$ cat config.mk
export PLATFORM = sky130hd
export DESIGN_NAME = int_arbiter
export DESIGN_NICKNAME = d
export VERILOG_FILES = /design/src/rtl/int_arbiter.sv
export SDC_FILE = /design/constraint.sdc
export NUM_CORES = 1
export LEC_CHECK = 0
export CAP_MARGIN = 0
export CORE_UTILIZATION = 51
export CTS_BUF_LIST = sky130_fd_sc_hd__clkbuf_8
export DETAILED_ROUTE_END_ITERATION = 6
export GPL_TIMING_DRIVEN = 0
export HOLD_SLACK_MARGIN = 0.08
export MAX_ROUTING_LAYER = met4
export PLACE_DENSITY = 0.88
export SLEW_MARGIN = 20
export SYNTH_ARGS = -nofsm -noshare
export SYNTH_HDL_FRONTEND = slang
export SYNTH_SLANG_ARGS = --single-unit
$ cat constraint.sdc
create_clock -name CK -period 6.1 [get_ports CK]
set_clock_uncertainty 0.15 [all_clocks]
set_input_delay 0.915 -clock CK [delete_from_list [all_inputs] [get_ports CK]]
set_output_delay 0.915 -clock CK [all_outputs]
set_load 0.01 [all_outputs]
$ cat src/rtl/int_arbiter.sv
// Interrupt arbiter: edge-detects source lines into pending bits, picks one
// enabled source round-robin and runs the request / claim / return handshake.
module int_arbiter #(
  parameter int NUM_SRC = 8,
  parameter int ID_W    = 3
) (
  input  logic               CK,
  input  logic               RSTn,
  input  logic [NUM_SRC-1:0] SRC_IRQ,
  output logic               IntReq,
  output logic [ID_W-1:0]    IntID,
  input  logic               IntClaim,
  input  logic               IntRet,
  input  logic               CFG_WEN,
  input  logic [1:0]         CFG_ADDR,
  input  logic [31:0]        CFG_DI,
  output logic [31:0]        CFG_DO
);

  localparam int EXT = 2**ID_W;

  typedef enum logic [1:0] {IDLE = 2'd0, REQ = 2'd1, ACTIVE = 2'd2} state_e;

  state_e             state_q, state_d;
  logic [NUM_SRC-1:0] src_q, src_d;
  logic [NUM_SRC-1:0] pend_q, pend_d;
  logic [NUM_SRC-1:0] en_q, en_d;
  logic [ID_W-1:0]    cur_id_q, cur_id_d;
  logic [ID_W-1:0]    last_q, last_d;

  logic [NUM_SRC-1:0] elig, edge_set, pend_clr;
  logic [EXT-1:0]     elig_ext, cur_oh;
  logic               win_vld;
  logic [ID_W-1:0]    win_id;
  logic               wr_en, wr_pend;

  assign elig     = pend_q & en_q;
  assign elig_ext = EXT'(elig);
  assign edge_set = SRC_IRQ & ~src_q;
  assign wr_en    = CFG_WEN && (CFG_ADDR == 2'd0);
  assign wr_pend  = CFG_WEN && (CFG_ADDR == 2'd1);
  assign cur_oh   = EXT'(1) << cur_id_q;

  // Round-robin scan starting just after the last granted source, index kept
  // one bit wider than the ID so the wrap compare cannot overflow.
  always_comb begin
    logic [ID_W:0] idx;
    win_vld = 1'b0;
    win_id  = '0;
    idx     = '0;
    for (int k = 1; k <= NUM_SRC; k++) begin
      idx = {1'b0, last_q} + (ID_W+1)'(k);
      if (idx >= (ID_W+1)'(NUM_SRC)) idx = idx - (ID_W+1)'(NUM_SRC);
      if (!win_vld && elig_ext[idx[ID_W-1:0]]) begin
        win_vld = 1'b1;
        win_id  = idx[ID_W-1:0];
      end
    end
  end

  always_comb begin
    state_d  = state_q;
    cur_id_d = cur_id_q;
    last_d   = last_q;
    pend_clr = '0;
    src_d    = SRC_IRQ;
    en_d     = wr_en ? CFG_DI[NUM_SRC-1:0] : en_q;
    if (wr_pend) pend_clr = CFG_DI[NUM_SRC-1:0];
    case (state_q)
      IDLE: if (win_vld) begin
        cur_id_d = win_id;
        state_d  = REQ;
      end
      REQ: begin
        if (IntClaim) begin
          pend_clr = pend_clr | cur_oh[NUM_SRC-1:0];
          last_d   = cur_id_q;
          state_d  = ACTIVE;
        end else if (!elig_ext[cur_id_q]) begin
          state_d = IDLE;
        end
      end
      ACTIVE: if (IntRet) state_d = IDLE;
      default: state_d = IDLE;
    endcase
    // a new edge always survives a same-cycle clear
    pend_d = (pend_q & ~pend_clr) | edge_set;
  end

  always_ff @(posedge CK or negedge RSTn) begin
    if (!RSTn) begin
      state_q  <= IDLE;
      src_q    <= '0;
      pend_q   <= '0;
      en_q     <= '0;
      cur_id_q <= '0;
      last_q   <= ID_W'(NUM_SRC-1);
    end else begin
      state_q  <= state_d;
      src_q    <= src_d;
      pend_q   <= pend_d;
      en_q     <= en_d;
      cur_id_q <= cur_id_d;
      last_q   <= last_d;
    end
  end

  assign IntReq = (state_q == REQ);
  assign IntID  = cur_id_q;

  always_comb begin
    CFG_DO = '0;
    case (CFG_ADDR)
      2'd0: CFG_DO = 32'(en_q);
      2'd1: CFG_DO = 32'(pend_q);
      2'd2: CFG_DO = (32'(state_q) << 8) | 32'(cur_id_q);
      default: CFG_DO = '0;
    endcase
  end

endmodule
* After elaboration in Yosys (flattened, before gate mapping)
Cells that the tools add are included.
W data, S select, Z words.
** Operators by class
- Bitwise operators :: 8
- Equality and inequality tests :: 7
- Multiplexer cells :: 51
- Shifts and indexed selects :: 1
- Magnitude comparators :: 17
- Reductions and logical operators :: 21
- Add/sub/neg operators :: 16
** Operators by type and width (count)
- $mux W3 :: 16
- $lt A3 B4 Y1 const B :: 9
- $ge A4 B4 Y1 const B :: 8
- $pmux W10 S3 :: 1
- $bmux W1 S3 :: 9
- $and A8 B8 Y8 :: 3
- $mux W8 :: 3
- $sub A3 B1 Y3 const B :: 8
- $mux W1 :: 17
- $add A3 B3 Y4 const B :: 4
- $not A8 Y8 :: 2
- $or A8 B8 Y8 :: 2
- $or A10 B3 Y10 :: 1
- $logic_and A1 B1 Y1 :: 9
- $add A3 B2 Y4 const B :: 2
- $mux W2 :: 4
- $shl A1 B3 Y8 const A :: 1
- $logic_not A1 Y1 :: 7
- $pmux W2 S3 :: 1
- $add A3 B1 Y4 const B :: 1
- $add A3 B4 Y4 const B :: 1
- $eq A2 B1 Y1 const B :: 2
- $eq A2 B2 Y1 const B :: 2
- $logic_not A2 Y1 :: 2
- 4 further kinds :: 6
** Word-level totals
- Flip-flop bits (word level) :: 32
- Output and inout bits :: 36
- Word-level logic and storage cells :: 127
- Input bits :: 47

* Depth between registers and ports, before layout
Gate-level depths: netlist of run 1.
- Depth after elaboration :: 29
- Mapped depth :: 10
- Mapped depth without buffers :: 8

* Least setup slack after synthesis of run 1
Ideal clock, no wire load.
- Path type :: reg2reg
- Start :: reg last_q[0]
- End :: reg cur_id_q[2] (netlist: IntID[2])
- Required time :: 5.846 ns
- Slack :: 3.027 ns
- Period minus slack after synthesis :: 3.073 ns
- Library setup time :: 0.104 ns
- Arrival time :: 2.819 ns
- Stages on the path, launching flop included :: 11
- Buffers on the path :: 2
- Path through :: dfstp_2 -> buf_4 -> inv_4 -> ha_1 -> buf_2 -> clkinv_1 -> mux4_2 -> and2_1 -> and4_4 -> o41a_1 -> o41ai_2
** On the way
- Cells in the longest elaborated chain, start to end :: 28
- Elaborated cells between the ends (all ways) :: 79
- Those cells by class :: add/sub: 16; order compare: 8; mux: 40; reduce/logical: 15
** RTL lines
- from (decl) :: line 29 : logic [ID_W-1:0] last_q, last_d;
- from (signal assigned) :: line 97 : last_q <= ID_W'(NUM_SRC-1);
- from (signal assigned) :: line 104 : last_q <= last_d;
- $add A3 B1 Y4 :: line 52 : idx = {1'b0, last_q} + (ID_W+1)'(k);
- $ge A4 B4 Y1 or $sub A3 B1 Y3 (tied branches) :: line 53 : if (idx >= (ID_W+1)'(NUM_SRC)) idx = idx - (ID_W+1)'(NUM_SRC);
- $mux W3 :: line 53
- $bmux W1 S3 :: line 54 : if (!win_vld && elig_ext[idx[ID_W-1:0]]) begin
- $mux W1 (not written as such) :: line 54
- $mux W1 :: line 54
- $logic_not A1 Y1 :: line 54
- $logic_and A1 B1 Y1 :: line 54
- [... 12 more ...]
- $mux W1 :: line 54
- $logic_not A1 Y1 :: line 54
- $logic_and A1 B1 Y1 :: line 54
- $mux W1 :: line 54
- $logic_not A1 Y1 :: line 54
- $logic_and A1 B1 Y1 :: line 54
- $mux W1 :: line 54
- $reduce_and A2 Y1 (no source line)
- to (signal assigned) :: line 103 : cur_id_q <= cur_id_d;
- to (decl) :: line 28 : logic [ID_W-1:0] cur_id_q, cur_id_d;
Several ways; a longest one is shown, not always the timed one. The select of a mux whose other input is x is not followed.
A chain may end at the register's enable or synchronous reset.

* Worst setup path in the final report of run 1
- Start :: in CFG_ADDR[1]
- End :: out CFG_DO[2]
** On the way
- Cells in the longest elaborated chain, start to end :: 2
- Elaborated cells between the ends (all ways) :: 4
- Those cells by class :: eq/ne: 2; mux: 1; reduce/logical: 1
** RTL lines
- from (decl) :: line 15 : input logic [1:0] CFG_ADDR,
- $eq A2 B2 Y1, or another cell as far along :: line 113 : case (CFG_ADDR)
- $pmux W10 S3 * :: line 113
- to (decl) :: line 17 : output logic [31:0] CFG_DO
Mark *: on every way between the ends. The rest lies on a longest branch, timed or not.

==> results.sh, run 1 <==
export IMPL_r2r_slack_ns=2.67
export IMPL_max_stage_delay_ns=0.58
export IMPL_port_buffers=36
export IMPL_fin_crit_ns=3.88
export IMPL_violations="design-rule violations"
export IMPL_antenna_found_initial=0
export IMPL_leakagePower_nw=1.34
export IMPL_cts_hold_buf=0
export IMPL_path_cells="clkdlybuf4s50_1, clkbuf_1, mux2i_1, o21ai_0, clkdlybuf4s50_1"
export IMPL_cts_max_level=2
export IMPL_die_y_um=71.2
export IMPL_ys_seq_area_share_pct=32.9
export IMPL_crit_arrival_ns=2.82
export IMPL_synthTopCellsByCount="nand2_1, dfrtp_1, buf_4"
export IMPL_rows=24
export IMPL_synthCells=247
export IMPL_status="complete, but fails checks"
export IMPL_worstSetupEndpoint="CFG_DO[2]"
export IMPL_ys_flop_type="dfrtp_1"
export IMPL_synth_edf_count=0
export IMPL_clk_latency_ns=0.28
export IMPL_report_final_slew_viol_count=0
export IMPL_ys_warn_count=0
export IMPL_p_per_area_nw_per_um2=500
export IMPL_yosysTopAreaCellShare_pct=29.7
export IMPL_clkSinkCount=32
export IMPL_crit_path_end_kind="output pin"
export IMPL_wl_per_cell_um=14.9
export IMPL_fmax_mhz=257
export IMPL_grt_pass1_wl_mm=8.81
export IMPL_area_growth_pct=25.0
export IMPL_ys_ff_latch=32
export IMPL_drt_total_wl_mm=5.43
export IMPL_tightest_slew_ns=0.738
export IMPL_drtPass1Iterations=6
export IMPL_hpwl_mm=4.28
export IMPL_r2r_cells=10
export IMPL_critPathKind="in2out"
export IMPL_crit_cells=5
export IMPL_timing_rr_end="IntID[0]"
export IMPL_initial_core_util_pct=54.6
export IMPL_startpoint="CFG_ADDR[1]"
export IMPL_slowest_stage="clkdlybuf4s50_1"
export IMPL_first_global_vias=1902
export IMPL_postCtsSetupBuffers=0
export IMPL_grt_usage_pct=23.0
export IMPL_fin_util_pct=68.3
export IMPL_synthTopCellsByArea="dfrtp_1, mux4_2, buf_4"
export IMPL_grt_setup_unrepaired="no"
export IMPL_hold_class="reg2reg"
export IMPL_yosys_cell_types_count=50
export IMPL_n_antenna_cell=0
export IMPL_worstPathMaxFanout=10
export IMPL_cp_common_cell="clkdlybuf4s50_1"
export IMPL_async_reset_ff_share_pct=100
export IMPL_grt_overflow_total=0
export IMPL_gp_congestion=0.905
export IMPL_hold_violations=0
export IMPL_path_buf_inv=3
export IMPL_drtIter0Drc=100
export IMPL_fin_setup_tns_ns=0
export IMPL_dieWidth_um=71.2
export IMPL_ir_worst_vdd_mv=0.272
export IMPL_syn_area_um2=2440
export IMPL_crit_required_ns=5.03
export IMPL_grt_start_max_net_pins=33
export IMPL_finalSetupViolCount=0
export IMPL_synth_top_cell_by_area="dfrtp_1"
export IMPL_via_per_inst=5.58
export IMPL_finalNetCount=360
export IMPL_cts_buffer_depth=2
export IMPL_coreArea_um2=4470
export IMPL_period_share_pct=63.7
export IMPL_cts_buffers=5
export IMPL_clk_pin_slew_worst_paths_ns=0.06
export IMPL_num_fill_cells=344
export IMPL_ctsResizeCount=0
export IMPL_yosysMostFrequentCell="nand2_1"
export IMPL_die_area_um2=5070
export IMPL_tritoncts="yes"
export IMPL_cts_root_buf="clkbuf_8"
export IMPL_drtAntennaViolNets=0
export IMPL_critPathTopFamily="buffers and inverters"
export IMPL_drive_gt1_share_pct=23.4
export IMPL_maxSlewHeadroom_pct=50.1
export IMPL_critical_path_startpoint_type="input pin"
export IMPL_cap_violations=0
export IMPL_drc=3
export IMPL_syn_area_per_cell_um2=9.90
export IMPL_io_pins=83
export IMPL_r2r_start="last_q[0]"
export IMPL_vias=2032
## per-layer routing
layer | part of all wire, % | GRT usage (%)
met5 | 0 | -
met4 | 1.9 | 8.22
met3 | 5.0 | 3.52
met2 | 51 | 38.8
met1 | 42 | 28.2
## worst min-delay path by stage
| stage | startpoint | to | slack (ns) | depth (start not counted) |
|---|---|---|---|---|
| 4_1_cts | src_q[6] | pend_q[6] | 0.27 | 1 |
| 3_3_place_gp | src_q[2] | pend_q[2] | 0.25 | 1 |
| 6_report | src_q[6] | pend_q[6] | 0.26 | 1 |
| 5_1_grt | src_q[3] | pend_q[3] | 0.27 | 1 |
| 2_1_floorplan | src_q[0] | pend_q[0] | 0.25 | 1 |
| 3_5_place_dp | src_q[7] | pend_q[7] | 0.26 | 1 |
## layout by cell type (no fill, tap or decap), types with 4 or more instances in the layout
cell type | netlist | routed
mux2_4 | 4 | 4
nor2_1 | 10 | 10
clkdlybuf4s50_1 | 0 | 35
buf_4 | 23 | 23
inv_1 | 10 | 11
o21ai_0 | 17 | 17
mux2_2 | 14 | 14
nand2_1 | 32 | 32
mux2i_1 | 15 | 15
clkbuf_1 | 6 | 6
buf_2 | 3 | 4
dfrtp_1 | 29 | 29
o211ai_1 | 7 | 7
a21oi_1 | 5 | 5
nor2b_1 | 4 | 4
nand2b_1 | 6 | 6
conb_1 | 1 | 22
clkbuf_8 | 0 | 5
nor3_1 | 4 | 4
mux4_2 | 12 | 12
## state kept, by name, indices dropped and copies added, names as in the netlist
signal and cells:
en_q 8, pend_q 8, src_q 8, IntID 3
last_q 3, state_q 2
## stage by stage
stage                     hold slack, ns  cells  setup WS (ns)  cell area [um2]  power [mW]
final                              0.265    364           2.22             3060        1.53
after global routing               0.272    364           2.17             3060        1.64
after CTS                          0.268    364           2.28             3050        1.53
after detailed placement           0.264    356           2.28             2940        1.33
after global placement             0.252    356           2.30             2950        1.30
after floorplan                    0.250    268           3.03             2520        1.09
## final cells by class
type	instances	area [um2]	share of cell area, %
Tap cell	52	65.1	2.13
Multi-Input combinational cell	192	1470	48.0
Inverter	12	47.5	1.56
Buffer	32	210	6.88
Clock buffer	5	68.8	2.25
Timing Repair Buffer	36	355	11.6
Clock inverter	3	38.8	1.27
Sequential cell	32	805	26.3
## worst reg2reg max path, stage by stage (launching register included)
cell and delay (ns):
dfstp_2 0.54, buf_4 0.15, inv_4 0.07, ha_1 0.27, buf_2 0.19, clkinv_1 0.25
mux4_2 0.45, nand3b_1 0.21, o41ai_1 0.75, nor2b_1 0.22, a21oi_1 0.05
## cells by family after synthesis
logic type,after synthesis,synth area share (%)
compound gates,46,12.8
xor+xnor,4,1.43
fa+ha+maj,2,1.02
buf+inv,44,10.5
flops,32,32.9
mux,45,26.1
other cells,1,0.153
simple gates,73,15.0
## power breakdown
| part | switching (mW) | leakage [nW] | internal, mW |
|---|---|---|---|
| combinational | 0.522 | 0.920 | 0.488 |
| sequential | 0.0475 | 0.360 | 0.273 |
| clock | 0.0767 | 0.0593 | 0.119 |
(Power assumes the default switching activity.)
==> inputs of run 2 (changes only) <==
--- a/config.mk
+++ b/config.mk
@@ -6,13 +6,13 @@
 export NUM_CORES = 1
 export LEC_CHECK = 0
 export CAP_MARGIN = 0
-export CORE_UTILIZATION = 51
+export CORE_UTILIZATION = 47
 export CTS_BUF_LIST = sky130_fd_sc_hd__clkbuf_8
 export DETAILED_ROUTE_END_ITERATION = 6
 export GPL_TIMING_DRIVEN = 0
 export HOLD_SLACK_MARGIN = 0.08
 export MAX_ROUTING_LAYER = met4
-export PLACE_DENSITY = 0.88
+export PLACE_DENSITY = 0.82
 export SLEW_MARGIN = 20
 export SYNTH_ARGS = -nofsm -noshare
 export SYNTH_HDL_FRONTEND = slang
==> constraint.sdc (replaced) <==
create_clock -name CK -period 3.8 [get_ports CK]
set_clock_uncertainty 0.15 [all_clocks]
set_input_delay 0.57 -clock CK [delete_from_list [all_inputs] [get_ports CK]]
set_output_delay 0.57 -clock CK [all_outputs]
set_load 0.01 [all_outputs]
==> run 2 against run 1 <==
Effect of this change: the flow now finishes without violations; die area increased by 8.3%; register-to-register slack worse by 2.3 ns; core utilization is 5.1 points lower; combinational power increased by 62%; power rose by 59%; final area up 0.29%; first-iteration DRC count is 8.0% higher; sequential cell count unchanged; hold slack got worse by 0.092 ns; non-clock buffer count unchanged; critical path type is now reg2reg; largest cell class unchanged.
==> results.sh, run 2 (synthesis results as in run 1) <==
export IMPL_tritoncts="yes"
export IMPL_hold_violations=0
export IMPL_cts_hold_buf=0
export IMPL_ctsResizeCount=0
export IMPL_grt_pass1_wl_mm=9.38
export IMPL_period_share_pct=90.5
export IMPL_area_growth_pct=25.4
export IMPL_grt_setup_unrepaired="no"
export IMPL_r2r_start="last_q[0]"
export IMPL_fin_setup_tns_ns=0
export IMPL_die_area_um2=5490
export IMPL_gp_congestion=0.916
export IMPL_port_buffers=36
export IMPL_final_cell_count_no_fill=379
export IMPL_grt_start_max_net_pins=33
export IMPL_drc=0
export IMPL_r2r_slack_ns=0.36
export IMPL_cap_violations=0
export IMPL_clk_pin_slew_worst_paths_ns=0.07
export IMPL_dp_cells=371
export IMPL_ir_worst_vdd_mv=0.392
export IMPL_status="complete, no violations"
export IMPL_drt_total_wl_mm=5.54
export IMPL_tightest_slew_ns=0.738
export IMPL_n_antenna_cell=0
export IMPL_finalNetCount=360
export IMPL_critical_path_startpoint_type="register"
export IMPL_cts_root_buf="clkbuf_8"
export IMPL_fin_crit_ns=3.44
export IMPL_first_global_vias=1916
export IMPL_drtIter0Drc=108
export IMPL_worstSetupEndpoint="IntID[0]"
export IMPL_drtPass1Iterations=4
export IMPL_cts_buffers=5
export IMPL_path_cells="buf_4, inv_4, ha_1, buf_2, clkinv_1, mux4_2, nand3b_1, o41ai_1, nor2b_1, a21oi_1"
export IMPL_p_clk_share_pct=11.4
export IMPL_wl_per_cell_um=14.6
export IMPL_max_stage_delay_ns=0.76
export IMPL_p_sw_mw=1.06
export IMPL_grt_overflow_total=0
export IMPL_slowest_stage="o41ai_1"
export IMPL_drive_gt1_share_pct=23.7
export IMPL_r2r_cells=10
export IMPL_fin_util_pct=63.2
export IMPL_fmax_mhz=291
export IMPL_path_buf_inv=4
export IMPL_largestRegisters="en_q (8), pend_q (8), src_q (8)"
export IMPL_maxSlewHeadroom_pct=50.1
export IMPL_timing_rr_end="IntID[0]"
export IMPL_hpwl_mm=4.30
export IMPL_p_per_area_nw_per_um2=792
export IMPL_initial_core_util_pct=50.4
export IMPL_antenna_found_initial=0
export IMPL_io_pins=83
export IMPL_cts_max_level=2
export IMPL_crit_required_ns=3.81
export IMPL_p_comb_share_pct=67.5
export IMPL_via_per_inst=5.40
export IMPL_crit_arrival_ns=3.45
export IMPL_dieWidth_um=74.1
export IMPL_critPathTopFamily="compound AO/OA/AOI/OAI gates"
export IMPL_report_final_slew_viol_count=0
export IMPL_postCtsSetupBuffers=0
export IMPL_crit_path_end_kind="register"
export IMPL_drtAntennaViolNets=0
export IMPL_finalSetupViolCount=0
export IMPL_clk_latency_ns=0.29
export IMPL_clkSinkCount=32
export IMPL_num_fill_cells=419
export IMPL_worstPathMaxFanout=7
export IMPL_cts_buffer_depth=2
export IMPL_rows=25
export IMPL_power_total_mw=2.43
export IMPL_vias=2045
export IMPL_die_y_um=74.1
export IMPL_coreArea_um2=4850
export IMPL_startpoint="last_q[0]"
export IMPL_crit_cells=10
export IMPL_leakagePower_nw=1.32
export IMPL_mostFrequentLayoutCells="clkdlybuf4s50_1, nand2_1, dfrtp_1"
export IMPL_seq_power_share_pct=21.0
export IMPL_switching_share_pct=43.6
export IMPL_final_common_cell="clkdlybuf4s50_1"
export IMPL_hold_class="in2async"
export IMPL_grt_usage_pct=23.4
export IMPL_cell_internal_pwr_mw=1.37
export IMPL_critPathKind="reg2reg"
[run 2: cell types whose count changed in the layout (fill, tap and decap cells not counted), sizes merged]
cell / delta
clkinvlp: +2
clkinv: -1
inv: -1
clkbuf: +1
bufinv: -1
[run 2: final cells by class]
class / count / area [um2] / area share [%]
plain buffers: 32 / 210 / 6.86
repair buffers: 36 / 355 / 11.6
well taps: 67 / 83.8 / 2.73
inverters: 12 / 47.5 / 1.55
clock inverters: 2 / 15.0 / 0.490
flip-flops and latches: 32 / 805 / 26.2
multi-input cells: 192 / 1470 / 47.8
clock buffers: 6 / 82.6 / 2.69
[run 2: worst min path at each step]
stage,start,to,slack (ns)
6_report,RSTn,src_q[5],0.17
5_1_grt,RSTn,pend_q[5],0.24
4_1_cts,RSTn,src_q[5],0.20
3_5_place_dp,src_q[4],pend_q[4],0.26
3_3_place_gp,src_q[0],pend_q[0],0.25
2_1_floorplan,RSTn,IntID[0],0.12
[run 2: layer usage]
layer / part of all wire, % / vias up / track usage, % / routed length, um
met5: 0 / - / - / 0
met4: 1.7 / 0 / 7.69 / 93
met3: 3.6 / 8 / 3.25 / 198
met2: 51 / 72 / 38.8 / 2800
met1: 44 / 983 / 29.5 / 2440
li1: - / 982 / - / -
[run 2: power by group through the flow]
| stage | combinational [mW] | clock [mW] | sequential (mW) |
|---|---|---|---|
| 2_1_floorplan | 1.24 | 0 | 0.505 |
| 3_3_place_gp | 1.59 | 0 | 0.511 |
| 3_5_place_dp | 1.62 | 0 | 0.516 |
| 4_1_cts | 1.63 | 0.285 | 0.510 |
| 5_1_grt | 1.80 | 0.297 | 0.522 |
| 6_report | 1.64 | 0.278 | 0.511 |
[run 2: stage by stage]
stage	instance area (um2)	hold slack [ns]	worst slack, ns
floorplan	2520	0.124	0.727
global placement	2970	0.253	0.372
detailed placement	2960	0.265	0.332
CTS	3060	0.196	0.313
global route	3070	0.238	0.0747
finish	3070	0.173	0.361
==> inputs of run 3 (changes only) <==
--- a/config.mk
+++ b/config.mk
@@ -6,13 +6,12 @@
 export NUM_CORES = 1
 export LEC_CHECK = 0
 export CAP_MARGIN = 0
-export CORE_UTILIZATION = 47
+export CORE_UTILIZATION = 28
 export CTS_BUF_LIST = sky130_fd_sc_hd__clkbuf_8
+export CTS_CLUSTER_DIAMETER = 40
 export DETAILED_ROUTE_END_ITERATION = 6
-export GPL_TIMING_DRIVEN = 0
 export HOLD_SLACK_MARGIN = 0.08
 export MAX_ROUTING_LAYER = met4
-export PLACE_DENSITY = 0.82
 export SLEW_MARGIN = 20
 export SYNTH_ARGS = -nofsm -noshare
 export SYNTH_HDL_FRONTEND = slang
==> run 3 against run 2 <==
Effect of this change: register-to-register slack better by 0.36 ns; critical path depth down 5; core utilization fell by 28 points; sequential share of layout area is 1.0 points higher; final area shrank 3.8%; fmax is 11% higher; via count fell by 4.4%; wire length up 1.9%; die area rose by 66%; non-clock buffer count fell by 25; hold slack better by 0.093 ns; largest cell class unchanged.
==> results.sh, run 3 (synthesis results as in run 1) <==
export IMPL_status="complete, no violations"
export IMPL_wl_per_cell_um=14.4
export IMPL_critPathKind="in2out"
export IMPL_r2r_slack_ns=0.72
export IMPL_crit_cells=5
export IMPL_place_ws_ns=0.681
export IMPL_dieWidth_um=95.4
export IMPL_r2r_start="last_q[1]"
export IMPL_vias=1956
export IMPL_fin_crit_ns=3.10
export IMPL_dpl_instance_area_um2=2860
export IMPL_cts_buffers=5
export IMPL_period_share_pct=81.5
export IMPL_timing_rr_end="IntID[2]"
export IMPL_p_per_area_nw_per_um2=818
export IMPL_n_antenna_cell=0
export IMPL_worstSetupEndpoint="CFG_DO[2]"
export IMPL_grt_overflow_total=0
export IMPL_fin_util_pct=35.4
export IMPL_antenna_found_initial=0
export IMPL_grt_pass1_wl_mm=9.73
export IMPL_port_buffers=36
export IMPL_ctsResizeCount=0
export IMPL_tightest_slew_ns=0.525
export IMPL_drtPass1Iterations=4
export IMPL_drive_gt1_share_pct=18.5
export IMPL_area_growth_pct=20.7
export IMPL_via_per_inst=4.99
export IMPL_power_total_mw=2.41
export IMPL_clkSinkCount=32
export IMPL_critPathTopFamily="buffers and inverters"
export IMPL_critical_path_startpoint_type="input pin"
export IMPL_first_global_vias=1919
export IMPL_drc=0
export IMPL_postCtsSetupBuffers=0
export IMPL_fmax_mhz=323
export IMPL_crit_path_end_kind="output pin"
export IMPL_startpoint="CFG_ADDR[1]"
export IMPL_rows=33
export IMPL_hold_class="reg2reg"
export IMPL_io_pins=83
export IMPL_coreArea_um2=8340
export IMPL_cts_max_level=2
export IMPL_r2r_cells=8
export IMPL_drtIter0Drc=186
export IMPL_initial_core_util_pct=29.3
export IMPL_tritoncts="yes"
export IMPL_grt_usage_pct=14.2
export IMPL_report_final_slew_viol_count=0
export IMPL_die_y_um=95.4
export IMPL_mostFrequentLayoutCells="clkdlybuf4s50_1, nand2_1, dfrtp_1"
export IMPL_min_from="src_q[5]"
export IMPL_cts_buffer_depth=2
export IMPL_hpwl_mm=4.32
export IMPL_crit_required_ns=3.08
export IMPL_postLayoutCellArea_um2=2950
export IMPL_gp_congestion=0.898
export IMPL_drtAntennaViolNets=0
export IMPL_cp_common_cell="clkdlybuf4s50_1"
export IMPL_hold_violations=0
export IMPL_cts_hold_buf=0
export IMPL_clk_pin_slew_worst_paths_ns=0.07
export IMPL_path_buf_inv=2
export IMPL_maxSlewHeadroom_pct=64.0
export IMPL_slowest_stage="clkdlybuf4s50_1"
export IMPL_fin_setup_tns_ns=0
export IMPL_crit_arrival_ns=2.38
export IMPL_cts_root_buf="clkbuf_8"
export IMPL_worstPathMaxFanout=12
export IMPL_path_cells="clkdlybuf4s50_1, nor2b_1, nand2_1, o21ai_0, clkdlybuf4s50_1"
export IMPL_clk_latency_ns=0.28
export IMPL_largestRegisters="en_q (8), pend_q (8), src_q (8)"
export IMPL_finalSetupViolCount=0
export IMPL_die_area_um2=9110
export IMPL_ir_worst_vdd_mv=0.233
export IMPL_drt_total_wl_mm=5.64
export IMPL_cap_violations=0
export IMPL_leakagePower_nw=1.21
export IMPL_grt_start_max_net_pins=33
export IMPL_setup_ws_ns=0.702
export IMPL_grt_setup_unrepaired="no"
export IMPL_finalNetCount=335
export IMPL_max_stage_delay_ns=0.67
export IMPL_final_common_cell="clkdlybuf4s50_1"
==> run 3: power breakdown <==
part | internal [mW] | switching, mW | total (mW)
combinational | 0.782 | 0.802 | 1.58
sequential | 0.438 | 0.128 | 0.566
clock | 0.129 | 0.134 | 0.263
==> run 3: routing by layer <==
layer / routed length (um) / vias to the layer above / GRT usage (%) / share of wire, %
li1: - / 933 / - / -
met1: 2580 / 950 / 18.5 / 46
met2: 2770 / 71 / 22.5 / 49
met3: 271 / 2 / 2.55 / 4.8
met4: 19 / 0 / 3.98 / 0.34
met5: 0 / - / - / 0
==> run 3: final cells by class <==
cell class | count | area [um2]
Sequential cell | 32 | 805
Fill cell | 853 | 5390
Tap cell | 105 | 131
Clock buffer | 5 | 68.8
Inverter | 12 | 47.5
Timing Repair Buffer | 43 | 413
Multi-Input combinational cell | 192 | 1460
Clock inverter | 3 | 23.8
==> run 3: worst register-to-register path, delay by kind of cell (launching register included) <==
family,cells,cell delay (ns)
flip-flops,1,0.53
multiplexers,1,0.55
buffers and inverters,2,0.33
adder cells (fa/ha/maj),1,0.33
AO/OA/AOI/OAI,2,0.70
AND/OR/NAND/NOR,2,0.37
==> run 3: through the flow <==
stage | cells | hold slack (ns)
finish | 392 | 0.266
global placement | 384 | 0.254
floorplan | 268 | 0.124
detailed placement | 384 | 0.259
CTS | 392 | 0.269
global route | 392 | 0.274
==> run 3: how the worst min path moves through the flow <==
stage                      endpoint  slack [ns]  cells after the start
after floorplan            IntID[0]        0.12                      0
after global placement    pend_q[7]        0.25                      1
after detailed placement  pend_q[6]        0.26                      1
after CTS                 pend_q[5]        0.27                      1
after global routing      pend_q[5]        0.27                      1
final                     pend_q[5]        0.27                      1
